===== src/rtl/gb_cart_mem_bridge.sv =====
// -----------------------------------------------------------------------------
// gb_cart_mem_bridge
//
// Memory-side responder for the cartridge mapper. Accepts one translated
// access at a time and runs a timed asynchronous SRAM/flash cycle on the
// external cartridge memory pins. It then returns a one-cycle completion pulse
// together with the read data.
//
// Cycle shape (full access):
//   IDLE -> SETUP (1) -> STROBE (WAIT_CYCLES+1) -> RECOVER (1) -> DONE (1) -> IDLE
// Short path (no pin activity): IDLE -> DONE -> IDLE. It is used for:
//   - RAM access while the latched ram_enabled is 0
//   - ROM writes
//   - read-cache hits (optional feature)
//
// Optional feature: define GB_CART_BRIDGE_RDCACHE_EN to add a one-entry ROM
// read cache. Without the macro, every read performs the full external cycle.
//
// Ports:
//   clock, rst           system clock, asynchronous active-low reset
//   req_valid/req_ready  request handshake (ready only while IDLE)
//   req_we, req_ram      access type: write / RAM select
//   req_addr, req_wdata  physical address from the MBC, write data
//   ram_enabled          MBC RAM enable, sampled at acceptance
//   resp_valid           one-cycle completion pulse (reads and writes)
//   resp_rdata           read data, held until the next read completes
//   rom_ce_n, ram_ce_n   chip enables (active-low)
//   mem_oe_n, mem_we_n   output / write strobes (active-low)
//   mem_addr             external address
//   mem_dq_out           write data driven to the pins
//   mem_dq_oe            1 = drive mem_dq_out onto the pins
//   mem_dq_in            data returned by the pins
// -----------------------------------------------------------------------------
`timescale 1ns/1ps

module gb_cart_mem_bridge #(
  parameter int unsigned WAIT_CYCLES   = 2,
  parameter int unsigned ROM_ADDR_BITS = 23,
  parameter int unsigned RAM_ADDR_BITS = 9,
  parameter bit          MBC2_NIBBLE   = 1'b1
) (
  input  logic        clock,
  input  logic        rst,
  input  logic        req_valid,
  output logic        req_ready,
  input  logic        req_we,
  input  logic        req_ram,
  input  logic [23:0] req_addr,
  input  logic [7:0]  req_wdata,
  input  logic        ram_enabled,
  output logic        resp_valid,
  output logic [7:0]  resp_rdata,
  output logic        rom_ce_n,
  output logic        ram_ce_n,
  output logic        mem_oe_n,
  output logic        mem_we_n,
  output logic [23:0] mem_addr,
  output logic [7:0]  mem_dq_out,
  output logic        mem_dq_oe,
  input  logic [7:0]  mem_dq_in
);

  // Address masks: bits above the forwarded width are forced to zero.
  localparam logic [23:0] ROM_MASK = (ROM_ADDR_BITS >= 24) ? 24'hFF_FFFF
                                   : 24'((32'd1 << ROM_ADDR_BITS) - 32'd1);
  localparam logic [23:0] RAM_MASK = (RAM_ADDR_BITS >= 24) ? 24'hFF_FFFF
                                   : 24'((32'd1 << RAM_ADDR_BITS) - 32'd1);
  localparam logic [3:0]  STROBE_LOAD = 4'(WAIT_CYCLES);

  typedef enum logic [2:0] {
    S_IDLE,
    S_SETUP,
    S_STROBE,
    S_RECOVER,
    S_DONE
  } state_e;

  state_e      state_q;
  logic [3:0]  strobe_cnt_q;   // remaining STROBE cycles after the current one
  logic        we_q;
  logic        ram_q;
  logic        req_ready_q;
  logic        resp_valid_q;
  logic [7:0]  resp_rdata_q;
  logic        rom_ce_n_q;
  logic        ram_ce_n_q;
  logic        mem_oe_n_q;
  logic        mem_we_n_q;
  logic [23:0] mem_addr_q;
  logic [7:0]  mem_dq_out_q;
  logic        mem_dq_oe_q;

  // Decoded values for the request currently presented on the inputs.
  logic [23:0] addr_d;
  logic [7:0]  wdata_d;
  logic [7:0]  rdata_d;
  logic        bypass_d;
  logic        cache_hit;

  // NOTE: every signal written in an always_comb gets a default first, so no
  // path leaves it unassigned and no latch is inferred.
  always_comb begin
    addr_d  = req_addr & (req_ram ? RAM_MASK : ROM_MASK);
    wdata_d = req_wdata;
    rdata_d = mem_dq_in;
    if (MBC2_NIBBLE && req_ram) begin
      wdata_d = {4'hF, req_wdata[3:0]};
    end
    // MBC2 RAM only stores a nibble; the upper bits read back as ones.
    if (MBC2_NIBBLE && ram_q) begin
      rdata_d = {4'hF, mem_dq_in[3:0]};
    end
  end

  // Accesses that never reach the pins: disabled RAM and any ROM write.
  assign bypass_d = req_ram ? !ram_enabled : req_we;

`ifdef GB_CART_BRIDGE_RDCACHE_EN
  // One-entry ROM read cache. Only ROM reads fill it, so the RAM-select part
  // of the tag is always zero and the stored address alone identifies it.
  logic        cache_valid_q;
  logic [23:0] cache_tag_q;
  logic [7:0]  cache_data_q;

  assign cache_hit = cache_valid_q && !req_ram && !req_we && (cache_tag_q == addr_d);
`else
  assign cache_hit = 1'b0;
`endif

  // NOTE: state and every registered output are updated with non-blocking
  // assignments, so all of them see the same pre-edge values.
  always_ff @(posedge clock or negedge rst) begin
    if (!rst) begin
      state_q      <= S_IDLE;
      strobe_cnt_q <= 4'd0;
      we_q         <= 1'b0;
      ram_q        <= 1'b0;
      req_ready_q  <= 1'b1;
      resp_valid_q <= 1'b0;
      resp_rdata_q <= 8'hFF;
      rom_ce_n_q   <= 1'b1;
      ram_ce_n_q   <= 1'b1;
      mem_oe_n_q   <= 1'b1;
      mem_we_n_q   <= 1'b1;
      mem_addr_q   <= 24'd0;
      mem_dq_out_q <= 8'd0;
      mem_dq_oe_q  <= 1'b0;
`ifdef GB_CART_BRIDGE_RDCACHE_EN
      // The whole cache entry is reset; it is a single small register, so
      // clearing the data along with the valid bit costs nothing.
      cache_valid_q <= 1'b0;
      cache_tag_q   <= 24'd0;
      cache_data_q  <= 8'd0;
`endif
    end else begin
      case (state_q)
        S_IDLE: begin
          resp_valid_q <= 1'b0;
          if (req_valid) begin
            // req_ready is high throughout IDLE, so req_valid alone accepts.
            req_ready_q <= 1'b0;
            we_q        <= req_we;
            ram_q       <= req_ram;
`ifdef GB_CART_BRIDGE_RDCACHE_EN
            if (req_we || req_ram) begin
              cache_valid_q <= 1'b0;
            end
`endif
            if (bypass_d || cache_hit) begin
              state_q      <= S_DONE;
              resp_valid_q <= 1'b1;
              if (!req_we) begin
`ifdef GB_CART_BRIDGE_RDCACHE_EN
                resp_rdata_q <= cache_hit ? cache_data_q : 8'hFF;
`else
                resp_rdata_q <= 8'hFF;
`endif
              end
            end else begin
              state_q      <= S_SETUP;
              strobe_cnt_q <= STROBE_LOAD;
              mem_addr_q   <= addr_d;
              rom_ce_n_q   <= req_ram;
              ram_ce_n_q   <= !req_ram;
              if (req_we) begin
                mem_dq_out_q <= wdata_d;
                mem_dq_oe_q  <= 1'b1;
              end
            end
          end
        end

        S_SETUP: begin
          // Address and chip enable have been stable for one cycle; open the
          // strobe that matches the access direction.
          state_q <= S_STROBE;
          if (we_q) begin
            mem_we_n_q <= 1'b0;
          end else begin
            mem_oe_n_q <= 1'b0;
          end
        end

        S_STROBE: begin
          if (strobe_cnt_q == 4'd0) begin
            state_q    <= S_RECOVER;
            mem_oe_n_q <= 1'b1;
            mem_we_n_q <= 1'b1;
            if (!we_q) begin
              // Sample the pins on the last edge the output enable is still low.
              resp_rdata_q <= rdata_d;
`ifdef GB_CART_BRIDGE_RDCACHE_EN
              if (!ram_q) begin
                cache_valid_q <= 1'b1;
                cache_tag_q   <= mem_addr_q;
                cache_data_q  <= mem_dq_in;
              end
`endif
            end
          end else begin
            strobe_cnt_q <= strobe_cnt_q - 4'd1;
          end
        end

        S_RECOVER: begin
          // Chip enable and write data were held one cycle past the strobe
          // for hold time; release everything now.
          state_q      <= S_DONE;
          rom_ce_n_q   <= 1'b1;
          ram_ce_n_q   <= 1'b1;
          mem_dq_oe_q  <= 1'b0;
          resp_valid_q <= 1'b1;
        end

        S_DONE: begin
          state_q      <= S_IDLE;
          resp_valid_q <= 1'b0;
          req_ready_q  <= 1'b1;
        end

        default: begin
          state_q      <= S_IDLE;
          resp_valid_q <= 1'b0;
          req_ready_q  <= 1'b1;
          rom_ce_n_q   <= 1'b1;
          ram_ce_n_q   <= 1'b1;
          mem_oe_n_q   <= 1'b1;
          mem_we_n_q   <= 1'b1;
          mem_dq_oe_q  <= 1'b0;
        end
      endcase
    end
  end

  assign req_ready  = req_ready_q;
  assign resp_valid = resp_valid_q;
  assign resp_rdata = resp_rdata_q;
  assign rom_ce_n   = rom_ce_n_q;
  assign ram_ce_n   = ram_ce_n_q;
  assign mem_oe_n   = mem_oe_n_q;
  assign mem_we_n   = mem_we_n_q;
  assign mem_addr   = mem_addr_q;
  assign mem_dq_out = mem_dq_out_q;
  assign mem_dq_oe  = mem_dq_oe_q;

endmodule

===== config.mk =====
export PLATFORM = sky130hd
export DESIGN_NAME = gb_cart_mem_bridge
export DESIGN_NICKNAME = d
export VERILOG_FILES = /design/src/rtl/gb_cart_mem_bridge.sv
export SDC_FILE = /design/constraint.sdc
export NUM_CORES = 1
export LEC_CHECK = 0
export ABC_AREA = 1
export BUFFER_PORTS_ARGS = -buffer_cell sky130_fd_sc_hd__buf_2
export CORE_MARGIN = 4
export CORE_UTILIZATION = 52
export CTS_CLUSTER_DIAMETER = 60
export DETAILED_ROUTE_END_ITERATION = 8
export PLACE_DENSITY = 0.84
export RECOVER_POWER = 100
export SLEW_MARGIN = 20
export SYNTH_ARGS = -nofsm -noshare
export SYNTH_HDL_FRONTEND = slang
export SYNTH_SLANG_ARGS = --single-unit

===== constraint.sdc =====
create_clock -name clock -period 2.81 [get_ports clock]
set_input_delay 0.281 -clock clock [delete_from_list [all_inputs] [get_ports clock]]
set_output_delay 0.281 -clock clock [all_outputs]
set_load 0.05 [all_outputs]

==> flow_results.org <==
** Logic synthesis
- After synthesis, the share of cell area in mux cells is 0.
- Of the total synthesized cell area, the portion taken by XOR and XNOR cells is 0.00711.
- During synthesis, Yosys emitted a total of 0 warnings.
- Post-synth net total :: 329
- Prevailing post-synth register cell :: sky130_fd_sc_hd__dfrtp_1
- Fraction of registers with async set or reset after synthesis :: 1.00
- After synthesis, the cell types taking the most area are sky130_fd_sc_hd__dfrtp_1, sky130_fd_sc_hd__nand2_1, sky130_fd_sc_hd__dfstp_2.
- Share of synthesized cell area in and, or, nand and nor gates :: 0.266
- For this run, the register share of the synthesized area comes to 0.565.
- Cell count after synthesis :: 281
- Number of library cell types mapped by synthesis :: 28
- Area share of the largest cell type after synthesis :: 0.426
- Mean instance size in the synthesized netlist :: 8.77 um^2
- The synthesized design contains 55 register bits.
- The post-synthesis compound-gate area fraction is 0.0817.
- Largest family of logic cells by synthesized area :: simple AND/OR/NAND/NOR gates
- Mapped Area :: 2460 um^2
- The synthesized design spends more area on one cell type than any other, namely sky130_fd_sc_hd__dfrtp_1.
- In this run, synthesis inferred 0 flip-flops with an integrated enable.
- Sorting the synthesized cells by how often they occur yields sky130_fd_sc_hd__nand2_1, sky130_fd_sc_hd__dfrtp_1, sky130_fd_sc_hd__inv_1.
- Among all cell types in the netlist, the one instantiated most often is sky130_fd_sc_hd__nand2_1.
- Of the total synthesized cell area, the portion taken by full adders, half adders and majority gates is 0.0102.

** Floorplanning
- The floorplan step set the die width to 76.9 um.
- Initial Util :: 0.551
- Die outline area :: 5910 um^2
- Row cnt :: 24
- After floorplanning, the core was sized to cover 4470 um^2.
- Top-level I/O count :: 93
- Vertical extent of the die :: 76.9 um

** Detailed routing
- Summing over every cut layer, the via total after detailed routing is 2044.
- For this block, the initial DRC count from the detailed router was 147.
- In the final routed layout, each cell accounts on average for 12.2 um.
- Vias per std cell :: 4.86
- The detail route stage leaves a number of antenna-violating nets equal to 0.
- The first detailed-routing pass ran for 4 iterations.
- Count of unresolved DRC violations after routing :: 0
- For this block, the routed nets add up to 5150 um of wire.

** Setup path
- The worst register-to-register path has a setup slack of 0.85 ns.
- Counting stages on the worst path, the most repeated cell is sky130_fd_sc_hd__nand2_1.
- Slowest Stage Delay on Critical Path :: 0.43 ns
- At the worst endpoint, the arrival time is 2.20 ns.
- The worst setup path is launched from a register.
- Number of cells on the worst reg-to-reg path :: 8
- CP required :: 3.05 ns
- Along the worst path, the maximum fanout reaches 10.
- The kind of cell with the highest combined delay along the critical path is simple AND/OR/NAND/NOR gates.
- The critical path in this run is classified as register to register.
- Counting both buffers and inverters, the worst setup path holds a total of 1.
- Counting buffers and inverters, the worst setup path is 8 cells deep.
- Crit end category :: register
- The slowest stage of the critical path belongs to the cell sky130_fd_sc_hd__nand2_1.
- The critical path goes through nor2_1 -> nand2_1 -> inv_1 -> nand2_1 -> nand2_1 -> nor2_8 -> nand2_1 -> nand2_1.

** Global route
- Total global routing overflow :: 0
- Global-route wire length before repair :: 8890 um
- Via count of the first global-routing pass :: 1951
- Entering global routing, the biggest net connects 49 pins.
- Number of antenna violations at the first check in global routing :: 0
- Global-route usage over all layers :: 0.185

** Power and ir drop
- Combinational power share :: 0.545
- Fraction of power spent switching nets :: 0.542
- Reported leakage power :: 1.54 nW
- Switching power summed over all nets :: 2.19 mW
- Fraction of power consumed by the clock network :: 0.108
- Sequential share of power :: 0.347
- Dividing total power by cell area gives a power density of 1380 nW/um^2.
- The design draws 4.03 mW.
- IR analysis of the VDD net gives a maximum drop of 775 uV.
- Internal power comes to 1.85 mW.

** Layout
- In the final layout, the share of cells above drive strength 1 is 0.195.
- After the last flow step, the layout net total stands at 416.
- Area growth from synthesis to layout :: 18.3%
- Inserted Diodes :: 0
- Summed area of non-filler cells in the final layout :: 2920 um^2
- Filler Cells Inserted :: 422

** CTS
- Post-cts repair resize count :: 0
- Once the clock tree was built, the setup fixing pass inserted 0 buffers.
- TritonCTS built the clock tree.
- CTS built an H-tree with a depth of 2.
- After clock tree synthesis, the clock-pin slew on the worst setup and hold paths is 0.10 ns.
- CTS placed an instance of sky130_fd_sc_hd__clkbuf_8 at the clock tree root.
- Clock Path Buffers :: 2
- Total number of clock tree sinks :: 55
- For this design, the CTS-stage hold fixing added 0 buffers.
- Clock buffer count from CTS :: 5
- Clock latency on the worst-skew pair, taken at its later pin, is 0.31 ns.

** Placement
- Dpl cell area :: 2920 um^2
- During placement, the flow inserted port buffers numbering 86.
- Routability-driven placement finished with a final weighted congestion of 0.857.
- Detailed placement finished with a half-perimeter wire length of 3770 um.

** STA
- At the pin with the least slew margin, the transition time is 0.624 ns.
- Count of final setup violators :: 0
- Hold Vio Cnt, Final :: 42
- Number of pins exceeding their max-slew limit in the final report :: 0
- For the final routed database, the setup TNS stands at 0 ns.
- Dividing the final minimum period by the clock period gives 0.697.
- Hold timing on the final database bottoms out at a slack of -0.0435 ns.
- Tmin final :: 1.96 ns
- Worst clock skew on the final layout :: 0.0108 ns
- Worst relative slew slack :: 0.586
- Unrepaired setup endpoints after global routing :: false
- Max Clk Rate :: 511 MHz

** Run status
- Violations in the final reports :: negative hold slack
- The flow ran to the end, but the final reports show violations.

** Worst hold path
- Hold Crit Class :: input port to async pin

** Flow run
- Max-cap violations in this run came to 0.
-- flip-flops by register name (all words and copies together) (netlist names), 3 cells and up --
register and cells:
state_q 3, mem_addr 23, mem_dq_out 8, strobe_cnt_q 4, resp_rdata 8
-- per-layer routing --
layer | wire length, um | up-vias | GRT usage
met3 | 467 | 7 | 0.0515
met4 | 79 | 0 | 0.0652
li1 | - | 1037 | -
met1 | 2280 | 924 | 0.245
met2 | 2330 | 76 | 0.293
met5 | 0 | - | 0
-- worst reg2reg max path, cell delays in order (launching register included) --
cell and delay (ns):
sky130_fd_sc_hd__dfrtp_1 0.42, sky130_fd_sc_hd__nor2_1 0.22, sky130_fd_sc_hd__nand2_1 0.20, sky130_fd_sc_hd__inv_1 0.18, sky130_fd_sc_hd__nand2_1 0.19, sky130_fd_sc_hd__nand2_1 0.43, sky130_fd_sc_hd__nor2_8 0.10, sky130_fd_sc_hd__nand2_1 0.07
sky130_fd_sc_hd__nand2_1 0.06
-- power by group through the flow --
stage,Clock (mW),Combinational [mW],Sequential (mW)
final,0.436,2.20,1.40
after global routing,0.488,2.40,1.45
after CTS,0.449,2.36,1.39
after detailed placement,0,2.36,1.40
after global placement,0,2.31,1.40
after floorplan,0,0.836,2.42
-- stage by stage --
stage / setup slack (ns) / util / instances
6_report: 0.851 / 0.652 / 421
5_1_grt: 0.559 / 0.652 / 421
3_3_place_gp: 1.30 / 0.652 / 413
3_5_place_dp: 1.26 / 0.652 / 413
4_1_cts: 1.24 / 0.671 / 421
2_1_floorplan: 1.55 / - / 281
-- cells by family after synthesis --
group / count (synthesis)
AO/OA/AOI/OAI: 35
XOR/XNOR: 2
adder cells (fa/ha/maj): 2
buffers and inverters: 37
flip-flops: 55
other: 1
AND/OR/NAND/NOR: 149
-- final timing paths --
| path | startpoint | endpoint |
|---|---|---|
| worst min register to register | ram_ce_n$_DFFE_PN1P_ | ram_ce_n$_DFFE_PN1P_ |
| worst max register to register | state_q[2]$_DFFE_PN0P_ | resp_rdata[4]$_DFFE_PN1P_ |
| min in group clock | req_addr[6] | mem_addr[6]$_DFFE_PN0P_ |
| max in group asynchronous | rst | resp_rdata[6]$_DFFE_PN1P_ |
| worst min-delay path | rst | mem_addr[16]$_DFFE_PN0P_ |
| worst max-delay path | state_q[2]$_DFFE_PN0P_ | resp_rdata[4]$_DFFE_PN1P_ |
-- placed cells by master, fill, tap and decap left out, drive strengths merged --
cell type / instances
dfstp: 13
buf: 41
nand2: 118
o22ai: 2
nand3: 16
o21ai: 22
clkbuf: 53
conb: 1
ha: 2
inv: 30
and2: 1
dfrtp: 42
a21oi: 3
xnor2: 1
nor2: 10
or2: 4
clkinvlp: 1
xor2: 1
o21bai: 8
-- cell type report --
type / instances / area [um^2] / share of cell area
Sequential cell: 55 / 1390 / 0.478
Multi-Input combinational cell: 189 / 873 / 0.300
Tap cell: 52 / 65.1 / 0.0223
Timing Repair Buffer: 88 / 387 / 0.133
Inverter: 29 / 109 / 0.0373
Clock inverter: 2 / 16.3 / 0.00558
Clock buffer: 6 / 72.6 / 0.0249
Note: power is estimated with default switching activity, not from simulation.
